--- src/rtl/simple_uart_fifo_mem.sv ---
// ---------------------------------------------------------------------------
// simple_uart_fifo_mem
//
// Purpose:
//   Generic register-array storage for small FIFOs. It has one synchronous
//   write port and one asynchronous read port. The FIFO control logic (pointers,
//   count, flags) lives in the instantiating module, so the same storage can
//   back either a TX-side or an RX-side FIFO.
//
// Parameters:
//   DEPTH_LOG2  log2 of the number of entries
//   WIDTH       bits per entry
//
// Ports:
//   clock_i     rising-edge clock for the write port
//   wr_en_i     write strobe; wr_data_i is stored at wr_addr_i on the edge
//   wr_addr_i   write address
//   wr_data_i   write data
//   rd_addr_i   read address (combinational read)
//   rd_data_o   entry currently stored at rd_addr_i
// ---------------------------------------------------------------------------
module simple_uart_fifo_mem #(
  parameter int DEPTH_LOG2 = 4,
  parameter int WIDTH      = 8
) (
  input  logic                  clock_i,
  input  logic                  wr_en_i,
  input  logic [DEPTH_LOG2-1:0] wr_addr_i,
  input  logic [WIDTH-1:0]      wr_data_i,
  input  logic [DEPTH_LOG2-1:0] rd_addr_i,
  output logic [WIDTH-1:0]      rd_data_o
);

  localparam int DEPTH = 1 << DEPTH_LOG2;

  logic [WIDTH-1:0] mem_q [DEPTH];

  // The storage is not reset. An entry is only read after the control
  // logic has written it, so clearing it would add reset fan-out without
  // changing any behaviour.
  always_ff @(posedge clock_i) begin
    if (wr_en_i) begin
      mem_q[wr_addr_i] <= wr_data_i;
    end
  end

  // The read is asynchronous so that the head entry is available in the same
  // cycle the control logic decides to pop it.
  assign rd_data_o = mem_q[rd_addr_i];

endmodule

--- src/rtl/simple_uart_tx_fifo.sv ---
// ---------------------------------------------------------------------------
// simple_uart_tx_fifo
//
// Purpose:
//   Byte FIFO placed in front of the simple_uart transmitter. Producers push
//   bursts of bytes at full clock rate. The FIFO hands them to the UART one at a
//   time through the tx_value / tx_value_write / tx_value_done handshake,
//   with exactly one byte in flight at any time.
//
// Parameters:
//   DEPTH_LOG2      log2 of the FIFO depth (1..10)
//
// Ports:
//   clock           system clock, rising edge
//   arst            asynchronous active-high reset
//   wr_data         byte to enqueue
//   wr_en           push request; accepted when not full
//   flush           synchronous clear of stored entries (byte in flight kept)
//   full            stored entry count equals the depth
//   empty           no stored entries
//   count           number of stored entries, excluding the byte in flight
//   busy            a byte is with the UART and not yet acknowledged
//   tx_value        byte presented to the UART, stable until done
//   tx_value_write  one-cycle registered write strobe to the UART
//   tx_value_done   one-cycle completion pulse from the UART
//   overflow        sticky dropped-push flag (only with the macro below)
//
// Configuration:
//   SIMPLE_UART_TX_FIFO_OVERFLOW_EN  when defined, adds the overflow output.
// ---------------------------------------------------------------------------
module simple_uart_tx_fifo #(
  parameter int DEPTH_LOG2 = 4
) (
  input  logic                  clock,
  input  logic                  arst,
  input  logic [7:0]            wr_data,
  input  logic                  wr_en,
  input  logic                  flush,
  output logic                  full,
  output logic                  empty,
  output logic [DEPTH_LOG2:0]   count,
  output logic                  busy,
  output logic [7:0]            tx_value,
  output logic                  tx_value_write,
  input  logic                  tx_value_done
`ifdef SIMPLE_UART_TX_FIFO_OVERFLOW_EN
  ,
  output logic                  overflow
`endif
);

  localparam int   DEPTH    = 1 << DEPTH_LOG2;
  localparam int   CNT_W    = DEPTH_LOG2 + 1;
  localparam logic ST_IDLE  = 1'b0;
  localparam logic ST_BUSY  = 1'b1;

  logic [DEPTH_LOG2-1:0] wr_ptr_q, wr_ptr_d;
  logic [DEPTH_LOG2-1:0] rd_ptr_q, rd_ptr_d;
  logic [CNT_W-1:0]      count_q, count_d;
  logic                  state_q, state_d;
  logic [7:0]            tx_value_q, tx_value_d;
  logic                  tx_write_q, tx_write_d;
  logic [7:0]            head_data;
  logic                  push_en;
  logic                  pop_en;

  // Flags decode the registered count, so they describe the FIFO as it
  // stands before the coming edge. A push that meets a same-cycle pop on a
  // full FIFO is therefore still refused.
  assign full  = (count_q == CNT_W'(DEPTH));
  assign empty = (count_q == '0);

  // flush wins over both directions. A pop is only issued from IDLE, which
  // keeps a single byte in flight.
  assign push_en = wr_en && !full && !flush;
  assign pop_en  = (state_q == ST_IDLE) && !empty && !flush;

  simple_uart_fifo_mem #(
    .DEPTH_LOG2 (DEPTH_LOG2),
    .WIDTH      (8)
  ) u_mem (
    .clock_i    (clock),
    .wr_en_i    (push_en),
    .wr_addr_i  (wr_ptr_q),
    .wr_data_i  (wr_data),
    .rd_addr_i  (rd_ptr_q),
    .rd_data_o  (head_data)
  );

  // Pointer and count bookkeeping. The pointers wrap naturally at DEPTH.
  // When a push and a pop occur together, the count stays the same.
  always_comb begin
    wr_ptr_d = wr_ptr_q;
    rd_ptr_d = rd_ptr_q;
    count_d  = count_q;
    if (flush) begin
      wr_ptr_d = '0;
      rd_ptr_d = '0;
      count_d  = '0;
    end else begin
      if (push_en) begin
        wr_ptr_d = wr_ptr_q + DEPTH_LOG2'(1);
      end
      if (pop_en) begin
        rd_ptr_d = rd_ptr_q + DEPTH_LOG2'(1);
      end
      case ({push_en, pop_en})
        2'b10:   count_d = count_q + CNT_W'(1);
        2'b01:   count_d = count_q - CNT_W'(1);
        default: count_d = count_q;
      endcase
    end
  end

  // Hand-off state machine. In IDLE, the head byte is latched into tx_value
  // and a single-cycle strobe is raised. In BUSY, the machine waits for the
  // UART's done pulse. flush does not touch this path, so a byte already
  // handed over always completes.
  always_comb begin
    state_d    = state_q;
    tx_value_d = tx_value_q;
    tx_write_d = 1'b0;
    if (state_q == ST_IDLE) begin
      if (pop_en) begin
        tx_value_d = head_data;
        tx_write_d = 1'b1;
        state_d    = ST_BUSY;
      end
    end else begin
      if (tx_value_done) begin
        state_d = ST_IDLE;
      end
    end
  end

  // All control state is cleared immediately on arst. The UART is reset
  // separately, so no done pulse is awaited for an abandoned byte.
  always_ff @(posedge clock or posedge arst) begin
    if (arst) begin
      wr_ptr_q   <= '0;
      rd_ptr_q   <= '0;
      count_q    <= '0;
      state_q    <= ST_IDLE;
      tx_value_q <= 8'h00;
      tx_write_q <= 1'b0;
    end else begin
      wr_ptr_q   <= wr_ptr_d;
      rd_ptr_q   <= rd_ptr_d;
      count_q    <= count_d;
      state_q    <= state_d;
      tx_value_q <= tx_value_d;
      tx_write_q <= tx_write_d;
    end
  end

  assign count          = count_q;
  assign busy           = (state_q == ST_BUSY);
  assign tx_value       = tx_value_q;
  assign tx_value_write = tx_write_q;

`ifdef SIMPLE_UART_TX_FIFO_OVERFLOW_EN
  logic overflow_q, overflow_d;

  // Sticky record of any refused push. flush clears it even when a refused
  // push arrives on the same edge.
  always_comb begin
    overflow_d = overflow_q;
    if (flush) begin
      overflow_d = 1'b0;
    end else if (wr_en && full) begin
      overflow_d = 1'b1;
    end
  end

  always_ff @(posedge clock or posedge arst) begin
    if (arst) begin
      overflow_q <= 1'b0;
    end else begin
      overflow_q <= overflow_d;
    end
  end

  assign overflow = overflow_q;
`else
  // Without the flag, a push to a full FIFO is simply refused by push_en.
`endif

endmodule

--- config.mk ---
export PLATFORM = sky130hd
export DESIGN_NAME = simple_uart_tx_fifo
export DESIGN_NICKNAME = d
export VERILOG_FILES = /design/src/rtl/simple_uart_fifo_mem.sv /design/src/rtl/simple_uart_tx_fifo.sv
export SDC_FILE = /design/constraint.sdc
export NUM_CORES = 1
export LEC_CHECK = 0
export ABC_AREA = 1
export BUFFER_PORTS_ARGS = -buffer_cell sky130_fd_sc_hd__buf_2
export CAP_MARGIN = 5
export CORE_MARGIN = 5
export CORE_UTILIZATION = 68
export CTS_BUF_LIST = sky130_fd_sc_hd__clkbuf_2
export CTS_CLUSTER_SIZE = 40
export DETAILED_ROUTE_END_ITERATION = 16
export PLACE_DENSITY = 0.87
export RECOVER_POWER = 25
export SKIP_LAST_GASP = 1
export SLEW_MARGIN = 20
export SYNTH_ARGS = -nofsm -noshare
export SYNTH_HDL_FRONTEND = slang
export SYNTH_SLANG_ARGS = --single-unit
--- constraint.sdc ---
create_clock -name clock -period 5.5 [get_ports clock]
set_input_delay 0.275 -clock clock [delete_from_list [all_inputs] [get_ports clock]]
set_output_delay 0.275 -clock clock [all_outputs]
set_load 0.1 [all_outputs]
==> results of run 1 <==
==> synth_stat cells (5+ instances only) <==
cell type / count / area, sq um
sky130_fd_sc_hd__buf_2: 11 / 55.1
sky130_fd_sc_hd__o21ai_1: 36 / 180
sky130_fd_sc_hd__nand3_1: 58 / 290
sky130_fd_sc_hd__edfxtp_1: 128 / 3840
sky130_fd_sc_hd__nand2_1: 124 / 465
sky130_fd_sc_hd__a21oi_1: 5 / 25.0
sky130_fd_sc_hd__buf_4: 6 / 45.0
sky130_fd_sc_hd__o21ai_0: 25 / 125
sky130_fd_sc_hd__inv_1: 13 / 48.8
sky130_fd_sc_hd__nor2_1: 116 / 435
sky130_fd_sc_hd__buf_6: 5 / 56.3
sky130_fd_sc_hd__dfrtp_1: 23 / 576
sky130_fd_sc_hd__clkbuf_1: 6 / 22.5
sky130_fd_sc_hd__ha_1: 8 / 100
==> metrics by stage <==
stage | util | instances | total power (uW) | hold slack, ns | area (sq um)
finish | 0.747 | 761 | 3190 | 0.292 | 6900
global route | 0.747 | 761 | 3360 | 0.256 | 6900
CTS | 0.747 | 761 | 3180 | 0.274 | 6910
detailed placement | 0.710 | 717 | 2600 | 0.459 | 6560
global placement | 0.710 | 717 | 2560 | 0.457 | 6560
floorplan | - | 585 | 2370 | 0.277 | 6410
==> critical path, cell delays in order, from the launching register on <==
cell                      delay [ns]
sky130_fd_sc_hd__dfrtp_1        1.01
sky130_fd_sc_hd__buf_4          0.42
sky130_fd_sc_hd__inv_2          0.23
sky130_fd_sc_hd__nor2_1         0.15
sky130_fd_sc_hd__o21ai_0        0.10
sky130_fd_sc_hd__nand3_1        0.20
sky130_fd_sc_hd__nand3_1        0.10
sky130_fd_sc_hd__nand2_1        0.11
sky130_fd_sc_hd__nand2_1        0.06
sky130_fd_sc_hd__nand2_1        0.07
==> worst min-delay path by stage <==
stage                   from  endpoint  slack (ns)  cells past startpoint
2_1_floorplan           arst      busy        0.28                      1
3_3_place_gp   tx_value_done      busy        0.46                      2
3_5_place_dp   tx_value_done      busy        0.46                      2
4_1_cts        tx_value_done      busy        0.27                      3
5_1_grt        tx_value_done      busy        0.26                      3
6_report       tx_value_done      busy        0.29                      3
==> area by class of cell <==
class,instances,area [sq um],area share
multi-input cells,387,1750,0.253
repair buffers,43,273,0.0395
clock buffers,19,95.1,0.0138
flip-flops and latches,151,4420,0.641
clock inverters,13,133,0.0192
inverters,19,71.3,0.0103
well taps,129,161,0.0234
==> state kept, by name, indices dropped and copies added, names as in the netlist <==
name	count
tx_value	8
rd_ptr_q	4
wr_ptr_q	4
tx_value_write	1
busy	1
count	5
u_mem.mem_q	128
==> what timing repair did <==
action                                 4_1_cts  5_1_grt
hold buffers                                12        0
buffers inserted                             0        0
endpoints found under the hold margin      132        0
==> kinds of logic after synthesis <==
group | count (synthesis)
compound gates | 66
flops | 151
fa+ha+maj | 9
xor+xnor | 2
buf+inv | 47
simple gates | 310
==> layout by cell type, fill, tap and decap left out, drive strengths merged <==
| cell | count |
|---|---|
| dfrtp | 23 |
| ha | 8 |
| clkinvlp | 5 |
| inv | 18 |
| nand3b | 1 |
| clkbuf | 25 |
| dlygate4sd3 | 12 |
| clkinv | 7 |
| o21ai | 61 |
| a21oi | 5 |
| nor2 | 119 |
| nand2 | 128 |
| edfxtp | 128 |
| xor2 | 1 |
| fa | 1 |
| bufinv | 2 |
| xnor2 | 1 |
| buf | 25 |
| nand3 | 60 |
| nor3 | 2 |
==> metal layers <==
metal / track usage / share of wire / vias to the layer above
li1: - / - / 2060
met1: 0.342 / 0.39 / 2132
met2: 0.446 / 0.51 / 201
met3: 0.0590 / 0.072 / 44
met4: 0.102 / 0.027 / 0
met5: 0 / 0 / -
==> power by group through the flow <==
stage	Clock [uW]	Combinational, uW	Sequential (uW)
after floorplan	0	655	1710
after global placement	0	1160	1400
after detailed placement	0	1200	1410
after CTS	588	1210	1380
after global routing	654	1310	1390
final	593	1220	1390
==> metrics.json, run 1 <==
{
  "final_layout": {
    "num-fill-cells": 619,
    "antenna_cells_inserted": 0,
    "final_nets": 641,
    "area_growth_syn_to_layout_pct": 7.55,
    "post_route_cells_drive_above_1_share": 0.109
  },
  "yosys": {
    "syn-cell-area_sq_mm": 0.00641,
    "synth_top_family_by_area": "simple AND/OR/NAND/NOR gates",
    "async_flop_share": 0.152,
    "syn_area_per_cell_sq_um": 11.0,
    "top_ff_cell_synth": "sky130_fd_sc_hd__edfxtp_1",
    "synth_enable_flop_cells": 128,
    "xor_and_xnor_area_share_after_synthesis": 0.00273,
    "ys_seq_elements": 151,
    "synth_area_in_adders": 0.0187,
    "synth_mux_area_frac": 0,
    "synthesis.yosys.warnings": 0,
    "synth.yosys.seq_area_share": 0.689,
    "synth_compound_gate_area_share": 0.0515,
    "yosys.cell_types.count": 25,
    "synth_simple_gate_area_share": 0.199,
    "synthesized_net_count": 607,
    "netlist_instances": 585
  },
  "routing": {
    "drt_drc_violations_left": 0,
    "antenna_violating_nets_post_route": 0,
    "detailroute.via_count": 4437,
    "first_pass_iters": 5,
    "wl_um": 14300,
    "detailedRoute.firstIterationViolations": 472,
    "drt-vias-per-instance": 5.83,
    "wl_per_cell_um": 18.8
  },
  "timing": {
    "finalHoldViolCount": 0,
    "finalWorstPathRequiredPeriod_ns": 2.52,
    "worst-slew-pin-transition_ns": 1.08,
    "rsz0062_at_grt": "false",
    "fmax_mhz": 397,
    "timing.final.max_slew_violations": 0,
    "period_utilisation_layout": 0.458,
    "timing.final.ws_setup_ns": 2.98,
    "setup_tns_ns": 0,
    "timing.clock.skew_ns": 0.0454,
    "timing.final.setup_violations": 0,
    "slew_headroom": 0.281
  },
  "pwr": {
    "p_comb_frac": 0.381,
    "total_leakage_power_uw": 0.00262,
    "power.density_mw_per_mm2": 463,
    "ir_drop_uv": 366,
    "p_sw_frac": 0.441,
    "share_clk_of_total_power": 0.186,
    "seq_power_share": 0.434,
    "p_sw_uw": 1410,
    "internal-power_uw": 1780
  },
  "die": {
    "fp.dieH_um": 107,
    "fp-row-count": 35,
    "boundaryPins": 30,
    "design.core.area_sq_mm": 0.00924,
    "initial_cell_density_of_the_core": 0.694,
    "floorplan.die_area_sq_mm": 0.0115,
    "die_w_um": 107
  },
  "placed_design": {
    "dp_hpwl_um": 8930,
    "port_buffers": 29,
    "routabilityCongestion": 0.913,
    "dp_worst_setup_slack_ns": 3.09
  },
  "clock_network": {
    "cts_resized": 0,
    "cts_root_buf": "sky130_fd_sc_hd__clkbuf_2",
    "insertion_delay_ns": 0.69,
    "htree_num_levels": 4,
    "worst_setup_hold_path_clk_slew_ns": 0.19,
    "cts_made_buffers": 17,
    "cts_num_sinks": 151,
    "ctsLongestPathBuffers": 2,
    "tritoncts_clock_tree": "done"
  },
  "grt": {
    "grt_util_all_layers": 0.267,
    "grt_pass1_wl_um": 22700,
    "first_global_vias": 4459,
    "antenna_found_initial": 0,
    "largest_net_degree_at_the_start_of_global_routing": 67,
    "grt_overflow_total": 0
  },
  "critical_path": {
    "critical_path.endpoint_type": "flip-flop",
    "ff2ff_path_depth": 9,
    "rr_endpoint": "tx_value[0]",
    "reg2reg_from": "rd_ptr_q[1]",
    "setup.worst_path.start_class": "flip-flop",
    "worst-r2r-setup-slack_ns": 2.98,
    "cp-endpoint": "tx_value[0]",
    "critical_path_class": "reg -> reg",
    "cp.required_ns": 6.12,
    "critPathMaxFanout": 27,
    "launching_element_of_the_worst_setup_path": "rd_ptr_q[1]",
    "critical_path_arrival_ns": 3.14
  },
  "hold_path": {
    "min_path_type": "in -> reg"
  },
  "status": {
    "status": "completed"
  },
  "job": {
    "cap_viol_max_count": 0
  }
}
Power figures use the tool's default switching activity.
==> inputs of run 2 (changes only) <==
--- a/config.mk
+++ b/config.mk
@@ -9,11 +9,11 @@
 export BUFFER_PORTS_ARGS = -buffer_cell sky130_fd_sc_hd__buf_2
 export CAP_MARGIN = 5
 export CORE_MARGIN = 5
-export CORE_UTILIZATION = 68
+export CORE_UTILIZATION = 57
 export CTS_BUF_LIST = sky130_fd_sc_hd__clkbuf_2
 export CTS_CLUSTER_SIZE = 40
 export DETAILED_ROUTE_END_ITERATION = 16
-export PLACE_DENSITY = 0.87
+export PLACE_DENSITY = 0.78
 export RECOVER_POWER = 25
 export SKIP_LAST_GASP = 1
 export SLEW_MARGIN = 20
==> constraint.sdc (replaced) <==
create_clock -name clock -period 2.1 [get_ports clock]
set_input_delay 0.105 -clock clock [delete_from_list [all_inputs] [get_ports clock]]
set_output_delay 0.105 -clock clock [all_outputs]
set_load 0.1 [all_outputs]
==> run 2 against run 1 <==
Effect of this change:
- combinational power rose to 2.8 times the previous value
- clock-buffer cell count fell by 1
- sequential power rose to 2.6 times the previous value
- setup slack got worse by 3.0 ns
- routed wire length fell by 4.0%
- sequential share of layout area fell by 2.4 points
- critical endpoint is now count[4]
==> metrics.json, run 2 (synthesis results as in run 1) <==
{
  "final_layout": {
    "finish.utilization": {"value": 0.659, "change": "-0.0877"},
    "number_of_flip_flops_in_the_largest_register": {"value": 128, "change": "unchanged"},
    "num-fill-cells": {"value": 817, "change": "+32%"},
    "area_growth_syn_to_layout_pct": 12.3,
    "top_register": "u_mem.mem_q",
    "final_nets": {"value": 657, "change": "+2.5%"},
    "register_area": {"value": 0.00444, "unit": "sq mm", "change": "+0.45%"},
    "layoutNonFillerInstCount": {"value": 788, "change": "+3.5%"},
    "mostFrequentLayoutCells": "sky130_fd_sc_hd__edfxtp_1, sky130_fd_sc_hd__nand2_1, sky130_fd_sc_hd__nor2_1, sky130_fd_sc_hd__nand3_1, sky130_fd_sc_hd__o21ai_1",
    "area_occupied_by_multi_input_gates": {"value": 0.00186, "unit": "sq mm", "change": "+6.4%"},
    "antenna_cells_inserted": {"value": 0, "change": "unchanged"},
    "post_route_cells_drive_above_1_share": {"value": 0.160, "change": "+0.0513"},
    "final_instance_area": {"value": 0.00721, "unit": "sq mm", "change": "+4.4%"},
    "leading_cell_type_in_the_layout_fill_and_taps_excluded": "sky130_fd_sc_hd__edfxtp_1"
  },
  "die": {
    "floorplan.die_area": {"value": 0.0135, "unit": "sq mm", "change": "+17%"},
    "die_w": {"value": 116, "unit": "um", "change": "+8.4%"},
    "fp-row-count": {"value": 38, "change": "+8.6%"},
    "initial_cell_density_of_the_core": {"value": 0.587, "change": "-0.108"},
    "design.core.area": {"value": 0.0109, "unit": "sq mm", "change": "+18%"},
    "boundaryPins": {"value": 30, "change": "unchanged"},
    "fp.dieH": {"value": 116, "unit": "um", "change": "+8.4%"}
  },
  "clock_network": {
    "cts_made_buffers": {"value": 17, "change": "unchanged"},
    "cts_root_buf": "sky130_fd_sc_hd__clkbuf_2",
    "htree_num_levels": {"value": 4, "change": "unchanged"},
    "worst_setup_hold_path_clk_slew": {"value": 0.24, "unit": "ns", "change": "+0.05 ns"},
    "tritoncts_clock_tree": "done",
    "insertion_delay": {"value": 0.67, "unit": "ns", "change": "-0.02 ns"},
    "cts_num_sinks": {"value": 151, "change": "unchanged"},
    "ctsLongestPathBuffers": {"value": 2, "change": "unchanged"}
  },
  "routing": {
    "wl": {"value": 13800, "unit": "um", "change": "-4.0%"},
    "drt_drc_violations_left": {"value": 0, "change": "unchanged"},
    "antenna_violating_nets_post_route": {"value": 0, "change": "unchanged"},
    "drt-vias-per-instance": {"value": 5.56, "change": "-4.7%"},
    "detailroute.via_count": {"value": 4379, "change": "-1.3%"},
    "first_pass_iters": {"value": 5, "change": "unchanged"},
    "detailedRoute.firstIterationViolations": {"value": 461, "change": "-2.3%"},
    "wl_per_cell": {"value": 17.5, "unit": "um", "change": "-7.3%"}
  },
  "grt": {
    "grt_pass1_wl": {"value": 21500, "unit": "um", "change": "-5.6%"},
    "grt_util_all_layers": {"value": 0.214, "change": "-0.0530"},
    "antenna_found_initial": {"value": 0, "change": "unchanged"},
    "first_global_vias": {"value": 4390, "change": "-1.5%"},
    "largest_net_degree_at_the_start_of_global_routing": {"value": 49, "change": "-27%"},
    "grt_overflow_total": {"value": 0, "change": "unchanged"}
  },
  "critical_path": {
    "reg2reg_from": "count[0]",
    "critPathMaxFanout": {"value": 6, "change": "-78%"},
    "rr_endpoint": "count[4]",
    "critical_path.endpoint_type": "flip-flop",
    "setup.worst_path.start_class": "flip-flop",
    "launching_element_of_the_worst_setup_path": "count[0]",
    "cp-endpoint": "count[4]",
    "critical_path_arrival": {"value": 2.68, "unit": "ns", "change": "-0.46 ns"},
    "ff2ff_path_depth": {"value": 10, "change": "+1"},
    "critical_path_class": "reg -> reg",
    "cp.required": {"value": 2.69, "unit": "ns", "change": "-3.43 ns"},
    "worst-r2r-setup-slack": {"value": 0.02, "unit": "ns", "change": "-2.97 ns"}
  },
  "timing": {
    "finalWorstPathRequiredPeriod": {"value": 2.08, "unit": "ns", "change": "-0.432 ns"},
    "worst-slew-pin-transition": {"value": 0.917, "unit": "ns", "change": "-0.161 ns"},
    "fmax": {"value": 480, "unit": "MHz", "change": "+21%"},
    "slew_headroom": {"value": 0.389, "change": "+0.107"},
    "timing.final.setup_violations": {"value": 0, "change": "unchanged"},
    "timing.final.ws_setup": {"value": 0.0150, "unit": "ns", "change": "-2.97 ns"},
    "period_utilisation_layout": {"value": 0.993, "change": "+0.535"},
    "holdWs": {"value": 0.123, "unit": "ns", "change": "-0.169 ns"},
    "timing.final.max_slew_violations": {"value": 0, "change": "unchanged"},
    "finalHoldViolCount": {"value": 0, "change": "unchanged"},
    "timing.clock.skew": {"value": 0.0425, "unit": "ns", "change": "-0.00287 ns"},
    "rsz0062_at_grt": "true"
  },
  "hold_path": {
    "min_path_type": "in -> async"
  },
  "job": {
    "cap_viol_max_count": {"value": 0, "change": "unchanged"}
  },
  "placed_design": {
    "dp.cells": {"value": 734, "change": "+2.4%"},
    "placed_cell_area": {"value": 0.00671, "unit": "sq mm", "change": "+2.4%"},
    "port_buffers": {"value": 29, "change": "unchanged"},
    "routabilityCongestion": {"value": 0.884, "change": "-3.1%"},
    "dp_worst_setup_slack": {"value": 0.0432, "unit": "ns", "change": "-3.05 ns"},
    "dp_hpwl": {"value": 8660, "unit": "um", "change": "-3.0%"}
  },
  "pwr": {
    "power.density": {"value": 1200, "unit": "mW/mm^2", "change": "+160%"},
    "ir_drop": {"value": 1330, "unit": "uV", "change": "+260%"},
    "total_leakage_power": {"value": 0.00271, "unit": "uW", "change": "+3.3%"}
  },
  "status": {
    "status": "completed"
  }
}
-- run 2: worst min-delay path by stage --
stage	cells past startpoint	slack, ns	to
6_report	3	0.12	tx_value[2]
5_1_grt	3	0.07	busy
4_1_cts	3	0.07	busy
3_5_place_dp	2	0.30	busy
3_3_place_gp	2	0.28	busy
2_1_floorplan	1	0.11	count[0]
-- run 2: worst max-delay path, stage by stage (launching register included) --
cell and delay, ns:
sky130_fd_sc_hd__dfrtp_4 0.57, sky130_fd_sc_hd__nor2_4 0.19, sky130_fd_sc_hd__nand3_4 0.11, sky130_fd_sc_hd__nand2_4 0.11, sky130_fd_sc_hd__buf_4 0.12, sky130_fd_sc_hd__nand2_1 0.07, sky130_fd_sc_hd__nand2_1 0.12, sky130_fd_sc_hd__a21oi_1 0.07
sky130_fd_sc_hd__dlygate4sd3_1 0.55, sky130_fd_sc_hd__nand2_1 0.07, sky130_fd_sc_hd__nand2_1 0.04
-- run 2: stage by stage --
step           TNS (ns)  total power (uW)
2_1_floorplan  -0.00244              6310
3_3_place_gp          0              6840
3_5_place_dp          0              6910
4_1_cts               0              8520
5_1_grt          -0.854              9150
6_report              0              8660
-- run 2: report_power, final --
part	switching [uW]	internal, uW
clock network	1060	555
logic	2540	897
registers	148	3460
total	3750	4910
-- run 2: routing by layer --
metal | part of all wire | track usage
met3 | 0.063 | 0.0418
met5 | 0 | 0
met4 | 0.023 | 0.0874
met1 | 0.40 | 0.274
met2 | 0.51 | 0.359
-- run 2: cell type report --
type | instances | share of cell area
clock inverters | 14 | 0.0208
flip-flops and latches | 151 | 0.616
inverters | 19 | 0.00990
multi-input cells | 387 | 0.258
well taps | 140 | 0.0243
clock buffers | 18 | 0.0125
repair buffers | 59 | 0.0585
-- run 2: repair_timing --
item                                    in CTS  in global routing
gates resized for setup                      2                 15
endpoints found under the setup margin       2                 42
hold buffers                                13                  0
buffers inserted                             0                  9
pin swaps                                    0                 10
endpoints found under the hold margin      174                  0
